===== src/rtl/edge_pkg.sv =====
// Shared definitions for the edge generator / detector family.
//
// Contents:
//   state_t          - FSM state encoding for the level generator.
//   req_t            - decoded edge request.
//   decode_req()     - priority decode of the raw request pulses
//                      (fall over rise over toggle).
//   DEFAULT_MIN_HOLD - default minimum stable time, in cycles.
//   HOLD_W           - width of the hold timer (MIN_HOLD is at most 255).
package edge_pkg;

  typedef enum logic {
    IDLE = 1'b0,
    HOLD = 1'b1
  } state_t;

  typedef enum logic [1:0] {
    REQ_NONE = 2'd0,
    REQ_FALL = 2'd1,
    REQ_RISE = 2'd2,
    REQ_TOG  = 2'd3
  } req_t;

  localparam int DEFAULT_MIN_HOLD = 4;
  localparam int HOLD_W           = 8;

  // Only the highest-priority pulse of a cycle survives; the others are
  // treated as if they never arrived.
  function automatic req_t decode_req(input logic fall, input logic rise,
                                      input logic tog);
    req_t r;
    r = REQ_NONE;
    if (fall)      r = REQ_FALL;
    else if (rise) r = REQ_RISE;
    else if (tog)  r = REQ_TOG;
    return r;
  endfunction

endpackage


===== src/rtl/pulse_to_level_gen_hold_timer.sv =====
// hold_timer: loadable down-counter that stops at zero.
//
// Ports:
//   clk, rst  - clock, asynchronous active-high reset (count -> 0)
//   load      - load load_val this cycle (wins over decrement)
//   load_val  - value to load
//   done      - count is zero
//   busy      - count is non-zero
module hold_timer #(
  parameter int W = 8
) (
  input  logic         clk,
  input  logic         rst,
  input  logic         load,
  input  logic [W-1:0] load_val,
  output logic         done,
  output logic         busy
);

  logic [W-1:0] count;

  // Count down towards zero and park there until the next load.
  always_ff @(posedge clk or posedge rst) begin
    if (rst)
      count <= '0;
    else if (load)
      count <= load_val;
    else if (count != '0)
      count <= count - W'(1);
  end

  assign done = (count == '0);
  assign busy = (count != '0);

endmodule


===== src/rtl/pulse_to_level_gen.sv =====
// pulse_to_level_gen: turns single-cycle rise/fall/toggle request pulses into
// a registered level, keeping at least MIN_HOLD cycles between edges.
//
// Ports:
//   clk, rst     - clock, asynchronous active-high reset
//   en           - accept new requests (a pending change completes anyway)
//   rise_req     - request level 1
//   fall_req     - request level 0 (highest priority)
//   tog_req      - request the inverse of the current target
//   clr_cnt      - synchronous clear of drop_cnt
//   sig_out      - generated level
//   edge_stb     - one-cycle strobe in the cycle sig_out takes a new value
//   rise_stb     - edge_stb for 0->1 edges
//   fall_stb     - edge_stb for 1->0 edges
//   busy         - in the hold period after an edge
//   drop_cnt     - saturating count of requests that produced no edge of
//                  their own
module pulse_to_level_gen
  import edge_pkg::*;
#(
  parameter int   MIN_HOLD   = DEFAULT_MIN_HOLD,
  parameter logic INIT_LEVEL = 1'b0,
  parameter int   CNT_W      = 8
) (
  input  logic             clk,
  input  logic             rst,
  input  logic             en,
  input  logic             rise_req,
  input  logic             fall_req,
  input  logic             tog_req,
  input  logic             clr_cnt,
  output logic             sig_out,
  output logic             edge_stb,
  output logic             rise_stb,
  output logic             fall_stb,
  output logic             busy,
  output logic [CNT_W-1:0] drop_cnt
);

  // With MIN_HOLD=1 an edge needs no hold period, so HOLD is never entered.
  localparam bit HOLD_USED = (MIN_HOLD > 1);
  localparam logic [HOLD_W-1:0] HOLD_LOAD = HOLD_W'(MIN_HOLD - 1);

  state_t state;
  state_t next_state;
  logic   target;
  logic   next_target;
  req_t   req;
  logic   req_valid;
  logic   req_level;
  logic   drop_hit;
  logic   fire;
  logic   timer_done;
  logic   timer_busy;

  hold_timer #(.W(HOLD_W)) u_hold_timer (
    .clk      (clk),
    .rst      (rst),
    .load     (fire),
    .load_val (HOLD_LOAD),
    .done     (timer_done),
    .busy     (timer_busy)
  );

  // Decode the request and work out whether sig_out moves at this edge.
  // The timer is zero whenever the FSM is idle and in the last hold cycle,
  // so "timer done" is exactly the moment a change may be issued; using the
  // post-request target lets a request in that last cycle take effect at once.
  always_comb begin
    req        = en ? decode_req(fall_req, rise_req, tog_req) : REQ_NONE;
    req_valid  = (req != REQ_NONE);
    case (req)
      REQ_FALL: req_level = 1'b0;
      REQ_RISE: req_level = 1'b1;
      default:  req_level = ~target;
    endcase
    next_target = req_valid ? req_level : target;
    // Redundant request, or one that overwrites/cancels a pending change.
    drop_hit    = req_valid && ((req_level == target) || (target != sig_out));
    fire        = timer_done && (next_target != sig_out);
    if (fire)
      next_state = HOLD_USED ? HOLD : IDLE;
    else
      next_state = timer_busy ? HOLD : IDLE;
  end

  // Level, target, FSM state and strobes all update together.
  always_ff @(posedge clk or posedge rst) begin
    if (rst) begin
      state    <= IDLE;
      target   <= INIT_LEVEL;
      sig_out  <= INIT_LEVEL;
      edge_stb <= 1'b0;
      rise_stb <= 1'b0;
      fall_stb <= 1'b0;
    end else begin
      state    <= next_state;
      target   <= next_target;
      if (fire)
        sig_out <= next_target;
      edge_stb <= fire;
      rise_stb <= fire & next_target;
      fall_stb <= fire & ~next_target;
    end
  end

  // Saturating drop counter; a clear beats an increment in the same cycle.
  always_ff @(posedge clk or posedge rst) begin
    if (rst)
      drop_cnt <= '0;
    else if (clr_cnt)
      drop_cnt <= '0;
    else if (drop_hit && (drop_cnt != '1))
      drop_cnt <= drop_cnt + CNT_W'(1);
  end

  assign busy = (state == HOLD);

endmodule


===== config.mk =====
export PLATFORM = sky130hd
export DESIGN_NAME = pulse_to_level_gen
export DESIGN_NICKNAME = d
export VERILOG_FILES = /design/src/rtl/edge_pkg.sv /design/src/rtl/pulse_to_level_gen_hold_timer.sv /design/src/rtl/pulse_to_level_gen.sv
export SDC_FILE = /design/constraint.sdc
export NUM_CORES = 1
export LEC_CHECK = 0
export BUFFER_PORTS_ARGS = -buffer_cell sky130_fd_sc_hd__buf_4
export CAP_MARGIN = 20
export CORE_ASPECT_RATIO = 0.8
export CORE_MARGIN = 8
export CORE_UTILIZATION = 40
export CTS_BUF_LIST = sky130_fd_sc_hd__clkbuf_16
export CTS_CLUSTER_DIAMETER = 120
export CTS_CLUSTER_SIZE = 10
export DETAILED_ROUTE_END_ITERATION = 7
export PLACE_DENSITY = 0.65
export SLEW_MARGIN = 20
export SYNTH_ARGS = -nofsm -noshare
export SYNTH_HDL_FRONTEND = slang
export SYNTH_SLANG_ARGS = --single-unit

===== constraint.sdc =====
create_clock -name clk -period 2.4 [get_ports clk]
set_clock_uncertainty 0.15 [all_clocks]
set_input_delay 0.48 -clock clk [delete_from_list [all_inputs] [get_ports clk]]
set_output_delay 0.48 -clock clk [all_outputs]
set_load 0.01 [all_outputs]

Yosys cells after proc, flatten, opt, wreduce, memory -nomap -nowiden
Cells that the tools add are included.

storage, ports and cells
  bits of input ports = 7
  memories kept = 0
  memory bits (writable) = 0
  logic and storage cells = 41
  memory bits (read-only) = 0
  flip-flop bits (word level) = 22
  latch bits = 0
  output and inout bits = 13

operators by class
  divide/modulo/power cells = 0
  shift operators = 0
  $add $sub $neg = 2
  $lt $le $gt $ge = 0
  mux-type cells = 12
  bitwise gates (word level) = 4
  reductions and logical operators = 9
  eq/ne operators = 6
  multiply operators = 0

operators by type and width
  operator             number
  $mux 8               4
  $add 8x1->8 const B  1
  $logic_not 8->1      1
  $mux 2               4
  $ne 8x8->1 const B   1
  $reduce_bool 8->1    1
  $sub 8x1->8 const B  1
  $reduce_bool 2->1    3
  $logic_and 1x1->1    3
  $mux 1               3
  $and 1x1->1          2
  $eq 2x1->1 const B   1
  $eq 2x2->1 const B   1
  $ne 1x1->1           2
  $not 1->1            2
  $pmux 1 s2           1
  $eq 1x1->1           1
  $logic_or 1x1->1     1

Logic depth before layout (Yosys ltp)
Gate-level depths: netlist of the first run.

  word-level depth = 12
  depth in mapped cells = 9
  mapped depth without buffers = 9

Hierarchy
Synthesis of the first run repeated with hierarchy kept, for this count alone.

second synthesis, totals
  cell total of the unflattened synthesis = 145
  area total of the unflattened synthesis = 1,317.5 sq um

by module, submodules not included
  module              instances  cells an instance  area each (sq um)  sequential area each (sq um)
  pulse_to_level_gen  1          83                 790.8              350.3
  hold_timer          1          62                 526.8              200.2

Worst setup path after synthesis of the first run
No wires, ideal clock.

  path kind = in2reg
  start = input port rise_req
  end = register drop_cnt[6]
  arrival time = 2,129 ps
  buffers on the path = 0
  path slack = -8 ps
  setup time = 128 ps
  cell stages on the path = 9
  data required time = 2,122 ps
  path through = nor2_1 > nor3b_1 > inv_1 > ha_1 > a21boi_1 > a221o_1 > nor4_1 > xnor2_1 > nor2_1

between the ends
  cells in the longest elaborated chain, start to end = 10
  elaborated cells between the ends (all ways) = 12
  classes of those cells = 3 x eq/ne; 4 x mux; 5 x reduce/logical

RTL lines
  item                                      line                       text
  from (decl)                               pulse_to_level_gen.sv:28   input logic rise_req,
  $mux 2 *                                  edge_pkg.sv:34             else if (rise) r = REQ_RISE;
  $mux 2 *                                  edge_pkg.sv:33             if (fall) r = REQ_FALL;
  $mux 2 *                                  pulse_to_level_gen.sv:70   req = en ? decode_req(fall_req, rise_req, tog_req) : REQ_NONE;
  $eq 2x2->1 or $eq 2x1->1 (tied branches)  pulse_to_level_gen.sv:72   case (req)
  $pmux 1 s2                                pulse_to_level_gen.sv:72
  $eq 1x1->1                                pulse_to_level_gen.sv:79   drop_hit = req_valid && ((req_level == target) || (target != sig_out));
  $logic_or 1x1->1                          pulse_to_level_gen.sv:79
  $logic_and 1x1->1 *                       pulse_to_level_gen.sv:79
  $logic_and 1x1->1 *                       pulse_to_level_gen.sv:113  else if (drop_hit && (drop_cnt != '1))
  $reduce_bool 2->1 (no source line) *      --
  to (signal assigned)                      pulse_to_level_gen.sv:114  drop_cnt <= drop_cnt + CNT_W'(1);
  to (decl)                                 pulse_to_level_gen.sv:37   output logic [CNT_W-1:0] drop_cnt

Mark *: on every way between the ends. The rest lies on a longest branch, timed or not.
A chain may end at the register's enable or synchronous reset.

Final worst setup path of the first run
Ends and elaborated chain as after synthesis.

==> reports/qor.csv, run 1 <==
stage,metric,value,unit
run_status,status,"finished, final reports clean",
critical_path,crit-path cells,buf_4 -> inv_1 -> a21oi_1 -> nand2b_1 -> ha_1 -> a21boi_1 -> a221o_1 -> nor4_1 -> xnor2_1 -> nor2_1,
pwr,pwr dens,887,nW/um^2
clock_tree,number of setup buffers added after CTS,0,
synth,post-synthesis sequential area ratio,0.503,
routing,DR iter-0 viols,51,
die,Die H,62.8,um
die,core box area,2680,sq um
placement,gp weighted congestion,0.818,
placement,number of I/O port buffers,19,
global_routing,initial antenna violation count,0,
layout,share of post-route cells with drive strength above 1,0.265,
routing,Avg WL per Cell,12.8,um
global_routing,met2 Use GR,0.159,
min_path,Hold WC Path Type,input port to async pin,
global_routing,GRT Total Usage,0.100,
clock_tree,CTS buffer count,3,
synth,Mapped Cells,106,
critical_path,worst-path maximum fanout,6,
synth,synth warn,0,
critical_path,"delay-heaviest family, CP",simple AND/OR/NAND/NOR gates,
timing,worst hold slack,113,ps
critical_path,Crit Path Class,input port to flip-flop,
critical_path,CP arrival,2310,ps
global_routing,layer with the highest usage,met2,
die,Rows,17,
global_routing,first-pass GRT wire length,3.75,mm
clock_tree,root buf cell,clkbuf_16,
synth,syn_area_per_cell,10.3,sq um
routing,router iterations before antenna repair,4,
clock_tree,Clock Tree Buf Depth,2,
layout,Filler Cells Inserted,261,
global_routing,largest net degree at the start of global routing,23,
routing,drt total wl,2.18,mm
routing,Via Count,831,
placement,pre-CTS WS,-157,ps
timing,Final Max Tran Viols,0,
clock_tree,CTS Hold Bufs,0,
timing,final worst slack,84.7,ps
die,die area,4680,sq um
timing,RSZ-0062 raised after global routing,yes,
critical_path,Critical Path RT,2390,ps
synth,Synth Cell Area,1090,sq um
layout,area occupied by multi-input gates,524,sq um
die,Initial Util,0.408,
synth,number of synthesized flops with an enable pin,0,
clock_tree,htree depth,1,
clock_tree,Worst-path clk slew,60,ps
global_routing,vias in the first global route,857,
timing,final hold vios,0,
global_routing,met1 global-route usage,0.120,
pwr,maximum vdd drop,0.562,mV
job,max_cap viols,0,
critical_path,max incr delay on CP,450,ps
die,DIE WIDTH,74.5,um
routing,Routed Antenna Nets,0,
layout,final std cells w/o fill,170,
routing,Residual DRC,0,
layout,"commonest non-fill, non-tap cell in the layout",buf_4,
layout,Area Growth Syn to Fin,28.9,%
pwr,Pwr Total,1250,uW
pwr,leakage,0.000635,uW
timing,Final period util,0.965,
clock_tree,clk_lat worst skew,250,ps
timing,Final Setup Violations,0,
die,Ports,20,
synth,"Distinct cells, synth",31,
layout,most frequent cells in the layout,"24 x buf_4, 22 x dfrtp_1, 14 x nor2_1",
critical_path,CP max stage cell,a221o_1,
placement,HPWL after DPL,1.66,mm
synth,Synth Register Bits,22,
critical_path,Crit. End Element,flip-flop,
synth,syn_nets,117,
layout,Reg area,551,sq um
layout,Nets,145,
global_routing,met3 usage,0.0337,
timing,worst-margin pin slew,478,ps
global_routing,gr ovfl total,0,
timing,Tmin final,2320,ps
critical_path,Buffers & Inverters on Critical Path,2,
timing,slew margin rel.,0.680,
routing,Via-to-Cell Ratio,4.89,
synth,Async SR Flop Fraction,1.00,
clock_tree,clock sinks,22,
clock_tree,CTS tree,built,
critical_path,startpoint types,input port,
layout,n_diodes,0,
synth,Post-synth top flop,dfrtp_1,
timing,maximum clock frequency,432,MHz
placement,Cells after DPL,167,
-- power breakdown --
part / switching [uW] / total [uW] / internal, uW
logic: 171 / 346 / 175
registers: 103 / 566 / 463
clock network: 120 / 340 / 220
total: 394 / 1250 / 858
-- Yosys cell counts (2+ instances only) --
master	count	area, sq um
dfrtp_1	22	551
ha_1	4	50.1
nand3_1	4	20.0
nor3b_1	2	15.0
xor2_1	3	26.3
inv_1	9	33.8
mux2i_1	3	30.0
nor4_1	5	31.3
xnor2_1	7	61.3
nor2_1	14	52.6
nand2b_1	5	31.3
a21oi_1	2	10.0
o21ai_1	2	10.0
nor3_1	2	10.0
nand2_1	6	22.5
-- cell type report --
class                   instances  area share
well taps                      38      0.0337
inverters                       9      0.0239
multi-input cells              74       0.371
repair buffers                 24       0.128
flip-flops and latches         22       0.390
clock buffers                   3      0.0532
-- cell families (layout without fill, tap and decap cells) --
logic type                 count (synthesis)  count (layout)  share of synthesized area
adders and majority gates                  4               4                     0.0457
AOI/OAI and AO/OA                         12              12                     0.0800
and+or+nand+nor                           44              44                      0.217
muxes                                      4               4                     0.0400
buffers and inverters                     10              36                     0.0343
xor gates and xnor gates                  10              10                     0.0800
DFF                                       22              22                      0.503
-- flip-flops by register name, indices dropped and copies added, names as in the netlist --
signal / cells
busy: 1
drop_cnt: 8
edge_stb: 1
fall_stb: 1
rise_stb: 1
sig_out: 1
target: 1
u_hold_timer.count: 8
-- worst paths after layout --
path	from	end	slack [ps]	cells after the start
worst max-delay path	rise_req	drop_cnt[6]	80	10
worst min-delay path	rst	drop_cnt[5]	110	3
worst max register to register	u_hold_timer.count[5]	u_hold_timer.count[1]	330	5
worst min register to register	u_hold_timer.count[5]	u_hold_timer.count[5]	360	1
max in group asynchronous	rst	u_hold_timer.count[4]	1770	3
min in group clk	clr_cnt	drop_cnt[4]	300	2
-- worst reg2reg max path: stages, from the launching register on --
cell,delay (ps)
dfrtp_1,410
or4_4,570
nor3_4,260
nand2b_1,130
mux2i_2,260
mux2i_1,220
-- what timing repair did --
item                                   CTS  global route
setup endpoints to repair                0             4
endpoints found under the hold margin    0             0
resized for setup                        0             2
-- metrics by stage --
stage | instance area [sq um] | TNS (ps) | util
floorplan | 1100 | 0 | -
global placement | 1320 | -336 | 0.494
detailed placement | 1320 | -772 | 0.494
CTS | 1400 | 0 | 0.522
global route | 1410 | -49.5 | 0.527
finish | 1410 | 0 | 0.527
-- metal layers --
metal / share of wire / routed length (um)
met4: 0.0050 / 11
met3: 0.068 / 148
met2: 0.49 / 1060
met1: 0.44 / 962
met5: 0 / 0
Note: power is estimated with default switching activity, not from simulation.
==> run 2: changes to the inputs <==
--- a/config.mk
+++ b/config.mk
@@ -5,6 +5,7 @@
 export SDC_FILE = /design/constraint.sdc
 export NUM_CORES = 1
 export LEC_CHECK = 0
+export ABC_AREA = 1
 export BUFFER_PORTS_ARGS = -buffer_cell sky130_fd_sc_hd__buf_4
 export CAP_MARGIN = 20
 export CORE_ASPECT_RATIO = 0.8
@@ -14,7 +15,7 @@
 export CTS_CLUSTER_DIAMETER = 120
 export CTS_CLUSTER_SIZE = 10
 export DETAILED_ROUTE_END_ITERATION = 7
-export PLACE_DENSITY = 0.65
+export PLACE_DENSITY = 0.64
 export SLEW_MARGIN = 20
 export SYNTH_ARGS = -nofsm -noshare
 export SYNTH_HDL_FRONTEND = slang
==> run 2 against run 1 <==
Via count is 25% higher. Cell area up 8.8%. First-iteration DRC count increased by 7.8%. Synthesized cell count up 50%. Flip-flop and latch count unchanged. Fmax rose by 27%. Clock-buffer cell count unchanged. Combinational power rose by 23%. Routed wire length up 13%. Total power up 14%. Critical endpoint is now drop_cnt[0].
==> reports/qor.csv, run 2 <==
stage,metric,value,unit
layout,most frequent cells in the layout,"39 x nand2_1, 31 x inv_1, 22 x dfrtp_1",
synth,Simple-Gate Fraction of Synth Area,0.328,
critical_path,Crit Path Class,input port to flip-flop,
layout,"commonest non-fill, non-tap cell in the layout",nand2_1,
timing,final worst slack,579,ps
clock_tree,# resized after CTS,0,
synth,synth warn,0,
critical_path,Crit Reg-Reg Endpoint,drop_cnt[5],
critical_path,r2r startpoint,drop_cnt[0],
synth,Async SR Flop Fraction,1.00,
synth,Synth Register Bits,22,
routing,Via-to-Cell Ratio,4.67,
layout,share of post-route cells with drive strength above 1,0.191,
pwr,sequential share of power,0.375,
synth,post-synthesis sequential area ratio,0.448,
global_routing,GRT Total Usage,0.108,
critical_path,Critical Path RT,2380,ps
pwr,pwr dens,932,nW/um^2
placement,pre-CTS WS,313,ps
timing,slew margin rel.,0.809,
critical_path,CP startpoint,rise_req,
layout,Nets,195,
global_routing,vias in the first global route,1049,
routing,DR iter-0 viols,55,
die,die area,5120,sq um
timing,final hold vios,0,
synth,xor and xnor area share after synthesis,0.0285,
synth,"area leader, netlist",dfrtp_1,
placement,gp weighted congestion,0.835,
synth,Mapped Cells,159,
critical_path,Crit. End Element,flip-flop,
timing,maximum clock frequency,549,MHz
synth,top cell type's share of synthesized area,0.448,
global_routing,met3 usage,0.0450,
clock_tree,CTS tree,built,
synth,number of synthesized flops with an enable pin,0,
layout,n_diodes,0,
clock_tree,number of setup buffers added after CTS,0,
clock_tree,CTS buffer count,3,
synth,compound-cell area share of the yosys netlist,0.0519,
clock_tree,htree depth,1,
global_routing,met2 Use GR,0.178,
timing,worst-margin pin slew,286,ps
pwr,Clock power frac,0.327,
run_status,status,"finished, final reports clean",
synth,Synth area leaders,"dfrtp_1 45%, nand2_1 12%, inv_1 9.5%",
synth,Synth Cell Area,1230,sq um
die,DIE WIDTH,78.0,um
clock_tree,clk_lat worst skew,260,ps
die,Ports,20,
clock_tree,root buf cell,clkbuf_16,
global_routing,first-pass GRT wire length,4.56,mm
die,Initial Util,0.408,
layout,biggest regs,"drop_cnt x8, u_hold_timer.count x8",
placement,Placed Area,1430,sq um
timing,Final period util,0.759,
routing,Avg WL per Cell,11.1,um
job,max_cap viols,0,
timing,RSZ-0062 raised after global routing,no,
synth,synth cell count leaders,"39 x nand2_1, 31 x inv_1, 22 x dfrtp_1, 16 x nand3_1, 13 x nor2_1",
die,Rows,18,
die,Die H,65.6,um
critical_path,startpoint types,input port,
routing,Routed Antenna Nets,0,
global_routing,gr ovfl total,0,
placement,HPWL after DPL,1.91,mm
critical_path,CP arrival,1800,ps
pwr,maximum vdd drop,0.548,mV
routing,Via Count,1042,
die,core box area,3020,sq um
routing,drt total wl,2.47,mm
timing,Setup TNS,0,ps
min_path,Hold WC Path Type,input port to async pin,
critical_path,R2R Setup Slk,770,ps
global_routing,met1 global-route usage,0.127,
global_routing,largest net degree at the start of global routing,23,
clock_tree,CTS Hold Bufs,0,
pwr,leakage,0.000823,uW
layout,"Design Area, Final",1540,sq um
synth,syn_area_per_cell,7.74,sq um
pwr,Sw Ratio,0.332,
pwr,Comb pwr share,0.298,
pwr,Pint,955,uW
timing,Final Setup Violations,0,
global_routing,layer with the highest usage,met2,
placement,number of I/O port buffers,19,
timing,Tmin final,1820,ps
timing,Final Max Tran Viols,0,
synth,Synth Area in Adders,0.0407,
routing,Residual DRC,0,
clock_tree,Worst-path clk slew,60,ps
critical_path,end point of the critical path,drop_cnt[0],
synth,main combinational cell family by area after synthesis,simple AND/OR/NAND/NOR gates,
clock_tree,Clock Tree Buf Depth,2,
layout,Finished Core Util,0.509,
global_routing,initial antenna violation count,0,
synth,"count leader, synth",nand2_1,
critical_path,worst-path maximum fanout,3,
synth,multiplexer area fraction after synthesis,0,
synth,Post-synth top flop,dfrtp_1,
layout,Area Growth Syn to Fin,24.8,%
clock_tree,clock sinks,22,
critical_path,r2r worst-path depth,9,
synth,syn_nets,170,
synth,"Distinct cells, synth",22,
pwr,Net Sw Power,475,uW
routing,router iterations before antenna repair,4,
[run 2: layout make-up]
type / count / area [sq um]
clock buffers: 3 / 75.1
clock inverters: 1 / 30.0
fillers: 279 / 1480
inverters: 34 / 128
multi-input cells: 103 / 552
flip-flops and latches: 22 / 551
well taps: 40 / 50.0
repair buffers: 20 / 150
[run 2: worst min path at each step]
stage	endpoint	slack, ps
2_1_floorplan	u_hold_timer.count[0]	300
3_3_place_gp	u_hold_timer.count[0]	320
3_5_place_dp	u_hold_timer.count[0]	310
4_1_cts	edge_stb	120
5_1_grt	u_hold_timer.count[6]	150
6_report	u_hold_timer.count[5]	110
[run 2: worst max-delay path, cell delays in order]
cell and delay (ps):
buf_4 110, inv_1 60, nand2_1 50, nand2_1 70
nand2_1 80, ha_1 300, inv_1 40, o21ai_1 100
nand3_1 130, o21ai_0 260, o21ai_0 130
[run 2: layer usage]
metal / wire [um] / up-vias
met5: 0 / -
met4: 31 / 0
met3: 184 / 4
met2: 1150 / 22
met1: 1100 / 471
li1: - / 545
[run 2: cells by family (layout without fill, tap and decap cells)]
logic type | Yosys count | after routing
buffers and inverters | 34 | 58
adder cells (fa/ha/maj) | 4 | 4
AND/OR/NAND/NOR | 83 | 83
AO/OA/AOI/OAI | 12 | 12
XOR/XNOR | 4 | 4
flip-flops | 22 | 22
[run 2: per-stage QoR]
step                hold WS [ps]  total power [uW]  std cells
floorplan                    299               855        159
global placement             315               961        219
detailed placement           315               968        219
CTS                          118              1450        223
global route                 150              1540        223
finish                       112              1430        223
[run 2: power by group through the flow]
stage	sequential [uW]	clock (uW)	combinational, uW
after floorplan	534	0	321
after global placement	541	0	420
after detailed placement	543	0	425
after CTS	537	482	428
after global routing	551	490	501
final	536	468	426
==> run 3: changes to the inputs <==
==> constraint.sdc (replaced) <==
create_clock -name clk -period 1.9 [get_ports clk]
set_clock_uncertainty 0.15 [all_clocks]
set_input_delay 0.38 -clock clk [delete_from_list [all_inputs] [get_ports clk]]
set_output_delay 0.38 -clock clk [all_outputs]
set_load 0.01 [all_outputs]
==> run 3 against run 2 <==
Flip-flop and latch count is the same. Die area did not move. Cell area up 1.9%. Via count fell by 0.58%. Highest routed layer unchanged. Sequential share of layout area is 0.66 points lower.
==> reports/qor.csv, run 3 (synthesized netlist as in run 2, its figures left out) <==
stage,metric,value,unit
run_status,status,"finished, final reports clean",
timing,maximum clock frequency,562,MHz
pwr,Clock power frac,0.322,
timing,Final Setup Violations,0,
global_routing,first-pass GRT wire length,4.52,mm
clock_tree,Worst-path clk slew,60,ps
placement,gp weighted congestion,0.847,
pwr,Sw Ratio,0.336,
global_routing,initial antenna violation count,0,
pwr,leakage,0.000830,uW
critical_path,CP arrival,1770,ps
global_routing,GRT Total Usage,0.108,
timing,worst hold slack,12.0,ps
critical_path,startpoint types,input port,
timing,final worst slack,122,ps
timing,Tmin final,1780,ps
clock_tree,clock sinks,22,
pwr,maximum vdd drop,0.671,mV
pwr,sequential share of power,0.371,
routing,Via Count,1036,
die,Initial Util,0.408,
timing,final hold vios,0,
clock_tree,Clock Tree Buf Depth,2,
placement,number of I/O port buffers,19,
layout,n_diodes,0,
layout,Area Growth Syn to Fin,27.2,%
layout,"commonest non-fill, non-tap cell in the layout",nand2_1,
routing,drt total wl,2.63,mm
timing,RSZ-0062 raised after global routing,no,
critical_path,"delay-heaviest family, CP",simple AND/OR/NAND/NOR gates,
layout,Nets,196,
timing,slew margin rel.,0.807,
routing,Routed Antenna Nets,0,
pwr,Comb pwr share,0.307,
die,die area,5120,sq um
die,Die H,65.6,um
timing,worst-margin pin slew,290,ps
die,Ports,20,
layout,share of post-route cells with drive strength above 1,0.212,
global_routing,vias in the first global route,1044,
clock_tree,root buf cell,clkbuf_16,
routing,Via-to-Cell Ratio,4.63,
die,core box area,3020,sq um
clock_tree,CTS Hold Bufs,0,
job,max_cap viols,0,
layout,Finished Core Util,0.518,
global_routing,gr ovfl total,0,
clock_tree,# resized after CTS,0,
layout,most frequent cells in the layout,"39 x nand2_1, 31 x inv_1, 22 x dfrtp_1",
global_routing,largest net degree at the start of global routing,23,
critical_path,Buffers & Inverters on Critical Path,3,
pwr,pwr dens,1170,nW/um^2
critical_path,R2R Setup Slk,240,ps
clock_tree,CTS tree,built,
pwr,Net Sw Power,615,uW
critical_path,Crit Path Class,input port to flip-flop,
pwr,Pint,1220,uW
critical_path,CP max stage cell,ha_4,
critical_path,CP dominant cell by count,nand2_1,
routing,Residual DRC,0,
routing,DR iter-0 viols,46,
clock_tree,number of setup buffers added after CTS,0,
critical_path,Crit. End Element,flip-flop,
critical_path,worst-path maximum fanout,9,
routing,Avg WL per Cell,11.7,um
clock_tree,CTS buffer count,3,
routing,router iterations before antenna repair,4,
critical_path,max incr delay on CP,280,ps
die,DIE WIDTH,78.0,um
critical_path,Critical Path RT,1890,ps
critical_path,crit-path cells,buf_4 -> inv_1 -> nand2_1 -> nand2_1 -> nand2_1 -> ha_4 -> inv_1 -> o21ai_2 -> nand3_2 -> nor2_4 -> nor2_8 -> nand2_1 -> o21ai_1,
min_path,Hold WC Path Type,input port to async pin,
placement,pre-CTS WS,-180,ps
clock_tree,clk_lat worst skew,250,ps
clock_tree,htree depth,1,
die,Rows,18,
layout,biggest regs,"drop_cnt x8, u_hold_timer.count x8",
timing,Final period util,0.936,
placement,HPWL after DPL,1.98,mm
timing,Final Max Tran Viols,0,
[run 3: cell count changes in the layout (fill, tap and decap cells not counted)]
| cell | change |
|---|---|
| ha_1 | -1 |
| buf_4 | +1 |
| o21ai_0 | -1 |
| nand3_2 | +1 |
| ha_4 | +1 |
| nand3_1 | -1 |
| o21ai_2 | +1 |
[run 3: path summary, 6_finish.rpt]
kind                                             from               endpoint  cells past startpoint
worst max register to register            drop_cnt[0]            drop_cnt[7]                      9
min in group clk                              clr_cnt            drop_cnt[2]                      4
worst min-delay path                              rst            drop_cnt[3]                      3
max in group asynchronous                         rst  u_hold_timer.count[6]                      3
worst min register to register  u_hold_timer.count[0]  u_hold_timer.count[0]                      2
worst max-delay path                         rise_req            drop_cnt[7]                     13
[run 3: power by group through the flow]
stage | sequential (uW) | combinational [uW] | clock, uW
2_1_floorplan | 675 | 405 | 0
3_3_place_gp | 683 | 532 | 0
3_5_place_dp | 686 | 552 | 0
4_1_cts | 677 | 555 | 605
5_1_grt | 702 | 640 | 619
6_report | 680 | 562 | 589
[run 3: tightest hold or removal path: cells and delay by family]
kind | cells | cell delay (ps)
buffers and inverters | 3 | 430
[run 3: layer usage]
layer	vias up	part of all wire	global-route usage
met5	-	0	0
met4	0	0.0042	0.0184
met3	2	0.048	0.0450
met2	15	0.50	0.197
met1	475	0.45	0.117
li1	544	-	-
[run 3: final cells by class]
| type | instances | area, sq um |
|---|---|---|
| Timing Repair Buffer | 21 | 158 |
| Clock inverter | 1 | 30.0 |
| Fill cell | 291 | 1450 |
| Multi-Input combinational cell | 103 | 573 |
| Sequential cell | 22 | 551 |
| Inverter | 34 | 128 |
| Clock buffer | 3 | 75.1 |
| Tap cell | 40 | 50.0 |
[run 3: metrics by stage]
stage | cell area (sq um) | total power (uW) | TNS [ps] | instances
floorplan | 1230 | 1080 | 0 | 159
global placement | 1440 | 1210 | -367 | 220
detailed placement | 1440 | 1240 | -1080 | 220
CTS | 1540 | 1840 | 0 | 224
global route | 1560 | 1960 | 0 | 224
finish | 1560 | 1830 | 0 | 224
